$ cat config.mk
export PLATFORM = sky130hd
export DESIGN_NAME = block_ctrl_sequencer
export DESIGN_NICKNAME = d
export VERILOG_FILES = /design/src/rtl/ctrl_pkg.sv /design/src/rtl/ctrl_decode.sv /design/src/rtl/block_ctrl_sequencer.sv
export SDC_FILE = /design/constraint.sdc
export NUM_CORES = 1
export LEC_CHECK = 0
export CAP_MARGIN = 20
export CORE_ASPECT_RATIO = 2
export CORE_MARGIN = 2
export CORE_UTILIZATION = 40
export DETAILED_ROUTE_END_ITERATION = 6
export GPL_TIMING_DRIVEN = 0
export SYNTH_ARGS = -nofsm -noshare
export SYNTH_HDL_FRONTEND = slang
export SYNTH_SLANG_ARGS = --single-unit
$ cat constraint.sdc
create_clock -name clk -period 8.6 [get_ports clk]
set_input_delay 0.86 -clock clk [delete_from_list [all_inputs] [get_ports clk]]
set_output_delay 0.86 -clock clk [all_outputs]
set_load 0.01 [all_outputs]
$ cat src/rtl/ctrl_pkg.sv
// ctrl_pkg: shared encodings, FSM states and the EX control bundle for the ID/EX control path.
package ctrl_pkg;
    localparam logic [3:0] ALU_MOV = 4'b0001, ALU_MVN = 4'b1001, ALU_ADD = 4'b0010,
                           ALU_ADC = 4'b0011, ALU_SUB = 4'b0100, ALU_SBC = 4'b0101,
                           ALU_AND = 4'b0110, ALU_ORR = 4'b0111, ALU_EOR = 4'b1000;
    localparam logic [1:0] MODE_DP = 2'b00, MODE_LS = 2'b01, MODE_BR = 2'b10, MODE_BLK = 2'b11;
    localparam logic [3:0] OP_MOV = 4'b1101, OP_MVN = 4'b1111, OP_ADD = 4'b0100, OP_ADC = 4'b0101,
                           OP_SUB = 4'b0010, OP_SBC = 4'b0110, OP_AND = 4'b0000, OP_ORR = 4'b1100,
                           OP_EOR = 4'b0001, OP_CMP = 4'b1010, OP_TST = 4'b1000;
    typedef enum logic {IDLE, BLOCK} state_t;
    typedef struct packed {
        logic [3:0] alu_command;
        logic       mem_read;
        logic       mem_write;
        logic       wb_en;
        logic       branch;
        logic       status_en;
    } ctrl_t;
endpackage

$ cat src/rtl/ctrl_decode.sv
// ctrl_decode: combinational mode/op_code/s to EX control bundle.
module ctrl_decode
    import ctrl_pkg::*;
(
    input  logic [1:0] mode,
    input  logic [3:0] op_code,
    input  logic       s,
    output ctrl_t      ctrl
);
    logic [3:0] dp_alu;
    logic       plain;
    logic       test;
    always_comb begin
        dp_alu = '0;
        plain = 1'b1;
        test = 1'b0;
        case (op_code)
            OP_MOV: dp_alu = ALU_MOV;
            OP_MVN: dp_alu = ALU_MVN;
            OP_ADD: dp_alu = ALU_ADD;
            OP_ADC: dp_alu = ALU_ADC;
            OP_SUB: dp_alu = ALU_SUB;
            OP_SBC: dp_alu = ALU_SBC;
            OP_AND: dp_alu = ALU_AND;
            OP_ORR: dp_alu = ALU_ORR;
            OP_EOR: dp_alu = ALU_EOR;
            OP_CMP: begin dp_alu = ALU_SUB; plain = 1'b0; test = 1'b1; end
            OP_TST: begin dp_alu = ALU_AND; plain = 1'b0; test = 1'b1; end
            default: plain = 1'b0;
        endcase
        ctrl = '0;
        case (mode)
            MODE_DP: begin
                ctrl.alu_command = dp_alu;
                ctrl.wb_en = plain;
                ctrl.status_en = plain ? s : test;
            end
            MODE_BR: ctrl.branch = 1'b1;
            // single and block transfers share the address-add datapath
            default: begin
                ctrl.alu_command = ALU_ADD;
                ctrl.mem_read = s;
                ctrl.wb_en = s;
                ctrl.mem_write = !s;
            end
        endcase
    end
endmodule

$ cat src/rtl/block_ctrl_sequencer.sv
// block_ctrl_sequencer: registered ID/EX control with squash, stall/flush and an LDM/STM beat sequencer.
module block_ctrl_sequencer
    import ctrl_pkg::*;
#(
    parameter int NREGS = 16,
    parameter int REG_W = $clog2(NREGS),
    parameter int OFF_W = $clog2(NREGS) + 3
) (
    input  logic             clk,
    input  logic             rst_n,
    input  logic             in_valid,
    output logic             in_ready,
    input  logic [1:0]       mode,
    input  logic [3:0]       op_code,
    input  logic             s,
    input  logic             up,
    input  logic             wback,
    input  logic [NREGS-1:0] reg_list,
    input  logic             cond_pass,
    input  logic             stall,
    input  logic             flush,
    output logic             out_valid,
    output logic [3:0]       alu_command,
    output logic             mem_read,
    output logic             mem_write,
    output logic             wb_en,
    output logic             branch,
    output logic             status_en,
    output logic [REG_W-1:0] ls_reg,
    output logic [OFF_W-1:0] ls_offset,
    output logic             base_wb_en,
    output logic [OFF_W-1:0] base_delta,
    output logic             last
);
    localparam int CNT_W = REG_W + 1;
    state_t           state;
    ctrl_t            dec, beat_ctrl, ctrl_q;
    logic [NREGS-1:0] rem_q, cur_list, low_oh;
    logic [REG_W-1:0] k_q, cur_k, low_idx;
    logic [CNT_W-1:0] pop;
    logic [OFF_W-1:0] pop4_q, cur_pop4, offset, delta;
    logic             s_q, up_q, wback_q;
    logic             idle, cur_s, cur_up, cur_wback, single, acc, is_blk;
    assign idle = state == IDLE;
    assign in_ready = idle && !stall;
    assign cur_list = idle ? reg_list : rem_q;
    assign cur_s = idle ? s : s_q;
    assign cur_up = idle ? up : up_q;
    assign cur_wback = idle ? wback : wback_q;
    assign cur_k = idle ? '0 : k_q;
    assign cur_pop4 = idle ? {pop, 2'b00} : pop4_q;
    assign low_oh = cur_list & (~cur_list + NREGS'(1));
    assign single = (cur_list & (cur_list - NREGS'(1))) == '0;
    assign offset = {1'b0, cur_k, 2'b00} - (cur_up ? '0 : cur_pop4);
    assign delta = cur_up ? cur_pop4 : -cur_pop4;
    assign acc = idle && in_valid;
    assign is_blk = !idle || (acc && mode == MODE_BLK && cond_pass && reg_list != '0);
    assign beat_ctrl = (idle && (!cond_pass || (mode == MODE_BLK && reg_list == '0))) ? '0 : dec;
    always_comb begin
        low_idx = '0;
        pop = '0;
        for (int i = NREGS - 1; i >= 0; i--) if (cur_list[i]) low_idx = REG_W'(i);
        for (int i = 0; i < NREGS; i++) pop = pop + CNT_W'(reg_list[i]);
    end
    ctrl_decode u_decode (
        .mode    (idle ? mode : MODE_BLK),
        .op_code (op_code),
        .s       (cur_s),
        .ctrl    (dec)
    );
    always_ff @(posedge clk or negedge rst_n) begin
        if (!rst_n) begin
            state <= IDLE;
            ctrl_q <= '0;
            out_valid <= 1'b0;
            ls_reg <= '0;
            ls_offset <= '0;
            base_wb_en <= 1'b0;
            base_delta <= '0;
            last <= 1'b0;
            rem_q <= '0;
            k_q <= '0;
            pop4_q <= '0;
            s_q <= 1'b0;
            up_q <= 1'b0;
            wback_q <= 1'b0;
        end else if (flush) begin
            state <= IDLE;
            ctrl_q <= '0;
            out_valid <= 1'b0;
            ls_reg <= '0;
            ls_offset <= '0;
            base_wb_en <= 1'b0;
            base_delta <= '0;
            last <= 1'b0;
        end else if (!stall) begin
            out_valid <= acc || !idle;
            ctrl_q <= (acc || !idle) ? beat_ctrl : '0;
            ls_reg <= is_blk ? low_idx : '0;
            ls_offset <= is_blk ? offset : '0;
            base_delta <= is_blk ? delta : '0;
            base_wb_en <= is_blk && cur_wback && single;
            last <= (acc || !idle) && (!is_blk || single);
            if (is_blk) begin
                rem_q <= cur_list & ~low_oh;
                k_q <= cur_k + REG_W'(1);
                state <= single ? IDLE : BLOCK;
            end
            if (idle) begin
                s_q <= s;
                up_q <= up;
                wback_q <= wback;
                pop4_q <= {pop, 2'b00};
            end
        end
    end
    assign {alu_command, mem_read, mem_write, wb_en, branch, status_en} = ctrl_q;
endmodule

# After elaboration in Yosys (flattened, before gate mapping)

Index checks and enable logic that the tools add are counted.

Register bits: 61
Input port bits: 31
Output and inout bits: 31
Logic and storage cells: 149

Add/subtract/negate cells: 20
Eq/ne operators: 13
Multiplexer cells: 57
Bitwise operators: 8
Reduce and logical (&&, ||, !) cells: 32

Operator list:

| kind                                                                   | number |
|---|---|
| 4-bit two-way mux                                                      | 20 |
| 7-bit two-way mux                                                      | 9 |
| 5-bit by 1-bit adder with 5-bit output                                 | 11 |
| 16-bit bitwise AND                                                     | 3 |
| 9-bit two-way mux                                                      | 4 |
| 4-bit one-hot mux with 9 select lines                                  | 1 |
| 16-bit zero test                                                       | 2 |
| 16-bit NOT                                                             | 2 |
| 4-bit equality test (second input constant)                            | 5 |
| 1-bit two-way mux                                                      | 18 |
| 16-bit by 1-bit adder with 16-bit output (second input constant)       | 1 |
| 16-bit two-way mux                                                     | 1 |
| 16-bit nonzero test                                                    | 1 |
| 16-bit by 1-bit subtractor with 16-bit output (second input constant)  | 1 |
| 4-bit by 3-bit equality test with 1-bit output (second input constant) | 3 |
| 1-bit logical AND                                                      | 10 |
| 9-bit OR reduction                                                     | 1 |
| 4-bit one-hot mux with 2 select lines                                  | 1 |
| 2-bit OR reduction                                                     | 4 |
| 7-bit negator                                                          | 1 |
| 6-bit by 7-bit subtractor with 7-bit output                            | 1 |
| 4-bit by 1-bit adder with 5-bit output                                 | 1 |
| 3-bit by 1-bit adder with 4-bit output                                 | 1 |
| 4-bit by 1-bit adder with 4-bit output (second input constant)         | 1 |
| other kinds (16)                                                       | 27 |

# Depth between registers and ports, before layout

Gate-level depths: netlist (run 1).

Word-level depth: 21
Mapped depth: 18
Depth with buffers taken out: 18

# By module

Synthesis (run 1) repeated with hierarchy kept, for this count alone.

Cells, all modules: 472
Area, all modules: 4321.6 um2

By module, submodules not included:

| module               | instances | cells each | area each (um2) | seq. area each (um2) |
|---|---|---|---|---|
| block_ctrl_sequencer | 1         | 443        | 4132.7          | 1501.4 |
| ctrl_decode          | 1         | 29         | 188.9           | 0.0 |

# Least setup slack after synthesis (run 1)

OpenSTA, ideal clock, no wires.

Path type: input -> register
Start: input port reg_list[0]
End: register ls_offset[6]
Library setup time: 0.135 ns
Data arrival time: 4.857 ns
Required time: 8.465 ns
Setup slack: 3.609 ns
Stages on the path: 16
Path buffers: 0
Cells stage by stage: inv_1 -> fa_1 -> fa_1 -> fa_1 -> fa_1 -> inv_1 -> ha_1 -> a21oi_1 -> or4b_2 -> nand3_1 -> nand2_1 -> ha_1 -> a21oi_1 -> o21ai_0 -> xnor2_1 -> o21ai_0

Cells in the longest elaborated chain, start to end: 21
Elaborated cells on any way between the ends: 24
Those cells by class: add/sub: 16; mux: 5; reduce/logical: 3

RTL lines:

| element                                               | RTL line                    | text |
|---|---|---|
| from (decl)                                           | block_ctrl_sequencer.sv:18  | `input logic [NREGS-1:0] reg_list,` |
| 1-bit by 1-bit adder with 2-bit output                | block_ctrl_sequencer.sv:63  | `for (int i = 0; i < NREGS; i++) pop = pop + CNT_W'(reg_list[i]);` |
| 2-bit by 1-bit adder with 3-bit output                | block_ctrl_sequencer.sv:63  |  |
| 3-bit by 1-bit adder with 4-bit output                | block_ctrl_sequencer.sv:63  |  |
| 4-bit by 1-bit adder with 5-bit output                | block_ctrl_sequencer.sv:63  |  |
| 5-bit by 1-bit adder with 5-bit output (11 in series) | block_ctrl_sequencer.sv:63  |  |
| 7-bit two-way mux                                     | -                           |  |
| 7-bit two-way mux                                     | block_ctrl_sequencer.sv:54  | `assign offset = {1'b0, cur_k, 2'b00} - (cur_up ? '0 : cur_pop4);` |
| 6-bit by 7-bit subtractor with 7-bit output           | block_ctrl_sequencer.sv:54  |  |
| 7-bit two-way mux *                                   | block_ctrl_sequencer.sv:100 | `ls_offset <= is_blk ? offset : '0;` |
| 7-bit two-way mux *                                   | block_ctrl_sequencer.sv:96  | `end else if (!stall) begin` |
| 7-bit two-way mux *                                   | block_ctrl_sequencer.sv:87  | `end else if (flush) begin` |
| to (signal assigned)                                  | block_ctrl_sequencer.sv:100 |  |
| to (decl)                                             | block_ctrl_sequencer.sv:30  | `output logic [OFF_W-1:0] ls_offset,` |

Mark *: on every way between the ends. The rest lies on a longest branch, timed or not. The select of a mux whose other input is x is not followed.
A chain may end at the register's enable or synchronous reset.

# Worst setup path in the final report (run 1)

Start: input port reg_list[5]
End: register ls_offset[6]

Cells in the longest elaborated chain, start to end: 17
Elaborated cells on any way between the ends: 20
Those cells by class: add/sub: 12; mux: 5; reduce/logical: 3

RTL lines:

| element                                               | RTL line |
|---|---|
| 5-bit by 1-bit adder with 5-bit output (11 in series) | block_ctrl_sequencer.sv:63 |
| 7-bit two-way mux                                     | - |
| 7-bit two-way mux                                     | block_ctrl_sequencer.sv:54 |
| 6-bit by 7-bit subtractor with 7-bit output           | block_ctrl_sequencer.sv:54 |
| 7-bit two-way mux *                                   | block_ctrl_sequencer.sv:100 |
| 7-bit two-way mux *                                   | block_ctrl_sequencer.sv:96 |
| 7-bit two-way mux *                                   | block_ctrl_sequencer.sv:87 |

Marks and branches as above.

==> summary.md, run 1 <==
| Metric | Value |
|---|---|
| Main combinational cell family by area after synthesis | compound AO/OA/AOI/OAI gates |
| Largest net degree at the start of global routing | 61 |
| Later-pin clock latency in the skew report | about 0.33 ns |
| Post-cts resize count | 0 |
| Arr. time, crit path | 5.94 ns |
| Die ar. | 11150 sq um |
| Post-DP HPWL | 9959 um |
| Final GP Congestion | 1.027 |
| Initial core utilization | 0.4077 |
| F_max | 0.1734 GHz |
| Initial antenna violation count | 0 |
| Fin crit period | 5.766 ns |
| Synth Area in XOR/XNOR | 0.02982 |
| Worst-margin pin slew | 0.8619 ns |
| Total track usage | 0.2473 |
| Share of cells above drive strength 1 | 0.08905 |
| Worst Setup End Kind | flip-flop |
| Mapped Nets | 518 |
| Max FFs per register | 15 |
| Final setup vio count | 0 |
| Std-Cell Rows | 52 |
| HP Class | reg -> reg |
| Tcrit/Tclk final | 0.6704 |
| Ant diodes | 0 |
| Routed len/inst | 19.35 um |
| First-pass GRT wire length | 20180 um |
| Hold Vio Cnt, Final | 0 |
| Peak fanout along the critical path | 6 |
| Clk_skew | 0.006824 ns |
| Clk buf depth | 2 |
| Post-Syn Area | about 4000 sq um |
| H-tree depth | 3 |
| Routed WL | 13040 um |
| Setup TNS | 0 ns |
| Syn avg cell area | just under 9 sq um |
| Final Util | 0.5143 |
| Post CTS Setup Buffer Count | 0 |
| Slew HR | 0.4201 |
| Grt total ovfl | 0 |
| Setup crit start kind | primary input |
| Simple-Gate Fraction of Synth Area | 0.1817 |
| Mapped Cells | 464 |
| Total CTS buffers | 9 |
| Seq/Total Area, Yosys | 0.3652 |
| Total of max-cap violations | 0 |
| # IOs | 62 |
| DRC | 0 |
| DR pass1 iterations | 5 |
| Area Overhead vs Synth | 26.14% |
| Largest register by flop count | rem_q |
| Post-DP Area | 4868 sq um |
| Finished Layout Cells | 674 |
| CTS Hold Bufs | 0 |
| Vias per inst | 5.783 |
| Most frequent cells in the layout | dfrtp_1, clkdlybuf4s50_1, nand2_1, o21ai_0, inv_1 |
| Core region area | a little over 10000 sq um |
| Synth async-reset ratio | 1.000 |
| Synth area leader | dfrtp_1 |
| Post-synth top area share | 0.3652 |
| Fin nets | 588 |
| CTS tree | done |
| Vias | 3898 |
| Chip height | 147.4 um |
| PwrDens | 217.8 nW/um^2 |
| Routed Antenna Nets | 0 |
| Distinct cells, synth | 62 |
| Status | finished, final reports clean |
| DP Cell Count | about 660 |
| Compound-gate portion of the synthesized area | 0.2362 |
| Synth Flop Type | dfrtp_1 |
| Root Driver | clkbuf_16 |
| Clock net sink count | 60 |
| Top post-synthesis cells by area | dfrtp_1, o21ai_0, nand2_1 |
| Setup CP Type | in -> reg |
| VDD IR max | roughly 130 uV |
| Critical Path RT | slightly below 9 ns |
| Syn. warnings | 0 |
| Vias in the first global route | 3878 |
| Most common cell after layout, fill and taps aside | dfrtp_1 |
| Leak pwr | 0.002228 uW |
| Chip width | approximately 76 um |
| RSZ-0062 raised after global routing | false |
| Port Buf Inserts | 59 |
| Design area | ~5200 sq um |
| EDFF count, synth | 0 |
| Yosys reg bits | 60 |
| DRT iter0 DRCs | 280 |
| Max-slew violations | 0 |
| Share of synthesized cell area in full adder, half adder and majority cells | 0.08825 |
| Mux contribution to synthesized area | 0.03834 |
| Clk slew on worst S/H paths | approximately 0.060 ns |
-- routing by layer --
metal	up-vias	GRT usage	share of wire
met5	-	0	0
met1	1884	0.2589	0.35
li1	1809	-	-
met2	155	0.4243	0.54
met3	50	0.04567	0.042
met4	0	0.1693	0.066
-- power by group --
part / internal [uW] / switching, uW / leakage [uW]
sequential: 318 / 38.2 / 0.000800
clock: 260 / 132 / 0.000159
combinational: 173 / 208 / 0.00127
total: 751 / 378 / 0.00223
-- through the flow --
step	total power (uW)	setup slack, ns	hold slack [ns]
global placement	729.2	2.579	0.4610
global route	1191	2.640	0.4869
finish	1130	2.834	0.4691
CTS	1134	2.834	0.4767
detailed placement	738.6	2.489	0.4636
floorplan	627.0	3.609	0.4502
-- Yosys cell counts (2+ instances only) --
master	number
and2_1	7
mux2_2	6
fa_1	10
nor2b_1	7
nand3_1	7
or2_2	3
o21a_1	4
a31oi_1	3
clkbuf_1	8
a22o_1	6
nand2b_1	6
nand4_1	2
buf_2	10
o31a_1	2
xnor2_1	8
ha_1	13
o41ai_1	3
o31ai_1	10
o2bb2ai_1	2
nor3_1	14
xor2_1	6
buf_6	3
nor2_1	29
a211oi_1	5
nor4_1	4
a32o_1	4
o221ai_1	3
nand2_1	57
inv_1	35
a21o_1	7
o21ai_0	44
nor3b_1	4
a221o_1	3
a221oi_1	2
o211ai_1	4
mux2i_1	9
o22ai_1	4
a21boi_0	2
o21ai_1	3
dfrtp_1	60
a21oi_1	24
-- cells by family after synthesis --
family,count (synthesis)
simple gates,150
compound gates,145
flops,60
buf+inv,57
fa+ha+maj,23
mux,15
xor+xnor,14
-- critical path, stage by stage --
cell and delay, ns:
clkdlybuf4s50_1 0.67, inv_1 0.17, fa_1 0.57, fa_1 0.44, fa_1 0.44, fa_1 0.58
inv_1 0.06, ha_1 0.27, a21oi_1 0.08, or4b_2 0.62, nand3_1 0.20, nand2_1 0.11
ha_1 0.37, nand2_1 0.06, o21ai_0 0.20, xnor2_1 0.14, o21ai_0 0.11
-- path summary, 6_finish.rpt --
kind	startpoint	to	slack (ns)	cells after the start
setup / recovery	reg_list[5]	ls_offset[6]	2.83	17
hold / removal	status_en	status_en	0.47	2
setup reg to reg	state	ls_offset[6]	5.10	14
hold reg to reg	status_en	status_en	0.47	2
max in group asynchronous	rst_n	k_q[0]	7.45	1
min in group asynchronous	rst_n	rem_q[15]	0.61	1
-- layout make-up --
type                    count  area [sq um]
repair buffers             59         588.1
fillers                   955          4898
clock inverters             5         75.07
multi-input cells         347          2361
inverters                  35         131.4
well taps                 135         168.9
plain buffers              22         117.6
clock buffers              11         242.7
flip-flops and latches     60          1501
Power figures use the tool's default switching activity.
==> inputs of run 2 (changes only) <==
==> constraint.sdc (replaced) <==
create_clock -name clk -period 5.82 [get_ports clk]
set_input_delay 0.582 -clock clk [delete_from_list [all_inputs] [get_ports clk]]
set_output_delay 0.582 -clock clk [all_outputs]
set_load 0.01 [all_outputs]
==> results of run 2 <==
The final DEF is identical to that of run 1. Status: finished, final reports clean.
Among the figures that moved: setup slack after placement 2.489 ns -> -0.01313 ns; setup slack after layout 2.834 ns -> 0.3325 ns; hold slack 0.4691 ns -> 0.3360 ns; register-to-register setup slack 5.10 ns -> 2.32 ns; total power 1130 uW -> 1669 uW; worst IR drop on VDD 130.7 uV -> 193.2 uV
==> inputs of run 3 (changes only) <==
==> constraint.sdc (replaced) <==
create_clock -name clk -period 5.82 [get_ports clk]
set_input_delay 1.164 -clock clk [delete_from_list [all_inputs] [get_ports clk]]
set_output_delay 1.164 -clock clk [all_outputs]
set_load 0.01 [all_outputs]
==> run 3 against run 2 <==
Against the previous run: clock power about the same; total power increased by 1.2%; combinational power increased by 4.1%; global-route usage about the same; maximum frequency decreased by 3.0%; non-clock buffer count unchanged; highest routed layer unchanged.
==> summary.md, run 3 (synthesis results as in run 1) <==
| Metric | Value |
|---|---|
| Status | finished, final reports clean |
| Clk_skew | 0.007257 ns (+0.0004331 ns) |
| VDD IR max | between 150 and 200 uV |
| Ant diodes | 0 (unchanged) |
| RSZ-0062 raised after global routing | false |
| # IOs | 62 (unchanged) |
| Most frequent cells in the layout | dfrtp_1, nand2_1, clkdlybuf4s50_1, o21ai_0, inv_1 |
| Largest net degree at the start of global routing | 61 (unchanged) |
| HP Class | reg -> reg |
| Hold Vio Cnt, Final | 0 (unchanged) |
| Slew HR | 0.4195 (-0.0006270) |
| Area Overhead vs Synth | 26.81% |
| Clock power frac | 0.342 (-0.005) |
| Clock net sink count | 60 (unchanged) |
| DRT iter0 DRCs | 290 (+3.6%) |
| Routed len/inst | 19.48 um (+0.64%) |
| Worst reg2reg setup slack | around 2.3 ns |
| Combinational share of power | 0.347 (+0.010) |
| Largest register by flop count | rem_q |
| Clk buf depth | 2 (unchanged) |
| Post-DP HPWL | 9959 um (unchanged) |
| Clk slew on worst S/H paths | 0.06 ns (about the same) |
| FF-to-FF Start | state |
| Fin crit period | 5.656 ns |
| Vias per inst | 5.826 (+0.74%) |
| Routed Antenna Nets | 0 (unchanged) |
| Pint | 1121 uW |
| Post CTS Setup Buffer Count | 0 (unchanged) |
| Tcrit/Tclk final | 0.9719 |
| Vias | 3927 (+0.74%) |
| Final GP Congestion | 1.027 (unchanged) |
| Root Driver | clkbuf_16 |
| DP Cell Count | 658 (unchanged) |
| First-pass GRT wire length | 20190 um (about the same) |
| Chip width | 75.69 um (unchanged) |
| Leak pwr | 0.002259 uW (+1.4%) |
| Initial antenna violation count | 0 (unchanged) |
| Core region area | 10080 sq um (unchanged) |
| Port Buf Inserts | 59 (unchanged) |
| H-tree depth | 3 (unchanged) |
| Reg2Reg Depth | 14 (unchanged) |
| Die ar. | 11150 sq um (unchanged) |
| CTS tree | done |
| Total power | 1690 uW |
| CTS Hold Bufs | 0 (unchanged) |
| Worst hold path startpoint | status_en |
| Share of cells above drive strength 1 | 0.09462 (+0.005566) |
| Fin nets | 588 (unchanged) |
| Hold worst-path end | status_en |
| Setup CP Type | in -> reg |
| Vias in the first global route | 3878 (unchanged) |
| Total of max-cap violations | 0 (unchanged) |
| Max-slew violations | 0 (unchanged) |
| F_max | 0.1768 GHz |
| Max FFs per register | 15 (unchanged) |
| Peak fanout along the critical path | 6 (unchanged) |
| Critical R2R Capture | ls_offset[6] |
| Std-Cell Rows | 52 (unchanged) |
| Sw frac | 0.3369 |
| Grt total ovfl | 0 (unchanged) |
| Setup crit start kind | primary input |
| DR pass1 iterations | 5 (unchanged) |
| Net switching power | 569.3 uW |
| Worst-margin pin slew | 0.8628 ns (+0.0009314 ns) |
| Total track usage | 0.2474 (about the same) |
| Final setup vio count | 0 (unchanged) |
| Routed WL | 13130 um (+0.64%) |
| Worst Setup End Kind | flip-flop |
| Sequential Power Share | 0.311 (-0.004) |
| Finished Layout Cells | 674 (unchanged) |
| Later-pin clock latency in the skew report | 0.33 ns (about the same) |
| DRC | 0 (unchanged) |
| Most common cell after layout, fill and taps aside | dfrtp_1 |
| Total CTS buffers | 9 (unchanged) |
| Critical Path RT | about 6.0 ns |
| PwrDens | approximately 320 nW/um^2 |
| WHS Path Cells | 2 |
| Chip height | 147.4 um (unchanged) |
| Initial core utilization | 0.4077 (unchanged) |
| Arr. time, crit path | a little under 6 ns |
[run 3: cell types whose count changed in the layout (fill, tap and decap cells not counted), sizes merged]
cell / previous run / this run
clkdlybuf4s50: 58 / 49
dlygate4sd2: 0 / 6
dlymetal6s2s: 0 / 2
clkdlybuf4s15: 0 / 1
[run 3: power groups by stage]
| stage | sequential [uW] | combinational, uW | clock [uW] |
|---|---|---|---|
| 2_1_floorplan | 519 | 408 | 0 |
| 3_3_place_gp | 528 | 549 | 0 |
| 3_5_place_dp | 530 | 561 | 0 |
| 4_1_cts | 524 | 568 | 587 |
| 5_1_grt | 531 | 643 | 608 |
| 6_report | 526 | 586 | 578 |
[run 3: area by class of cell]
type,count,area [sq um]
fillers,955,4871
multi-input cells,347,2391
flip-flops and latches,60,1501
repair buffers,59,585.6
clock buffers,11,242.7
well taps,135,168.9
inverters,35,131.4
plain buffers,22,117.6
clock inverters,5,75.07
[run 3: worst max-delay path: stages]
cell             delay (ns)
clkdlybuf4s15_1        0.37
inv_1                  0.17
fa_1                   0.57
fa_1                   0.44
fa_1                   0.44
fa_1                   0.58
inv_1                  0.06
ha_1                   0.27
a21oi_1                0.08
or4b_2                 0.63
nand3_2                0.14
nand2_1                0.12
ha_4                   0.33
nand2_1                0.05
o21ai_0                0.20
xnor2_1                0.15
o21ai_1                0.09
[run 3: how the worst max path moves through the flow]
| stage | from | slack, ns | cells after the start | endpoint |
|---|---|---|---|---|
| detailed placement | reg_list[5] | -0.60 | 17 | ls_offset[6] |
| global placement | reg_list[5] | -0.50 | 17 | ls_offset[6] |
| global route | reg_list[5] | 0.009 | 17 | ls_offset[6] |
| floorplan | reg_list[0] | 0.52 | 16 | ls_offset[6] |
| finish | reg_list[5] | 0.16 | 17 | ls_offset[6] |
| CTS | reg_list[11] | 0.03 | 17 | ls_offset[6] |
[run 3: timing repair]
action                     4_1_cts  5_1_grt
cloned                           0        0
setup endpoints to repair        2        2
resized for setup                9        7
[run 3: layer usage]
metal,up-vias,part of all wire,GRT usage
li1,1807,-,-
met1,1886,0.35,0.2589
met2,178,0.54,0.4248
met3,56,0.047,0.04567
met4,0,0.069,0.1693
met5,-,0,0
[run 3: per-stage QoR]
step                utilization  setup WS (ns)  hold slack [ns]  instance area [sq um]  TNS (ns)
CTS                      0.5139        0.03422           0.4767                   5182         0
floorplan                     -         0.5247           0.4502                   4111         0
global placement         0.4830        -0.5046           0.4610                   4871    -1.305
detailed placement       0.4828        -0.5951           0.4636                   4868    -1.726
global route             0.5170       0.008958           0.4869                   5214         0
finish                   0.5170         0.1635           0.4691                   5214         0
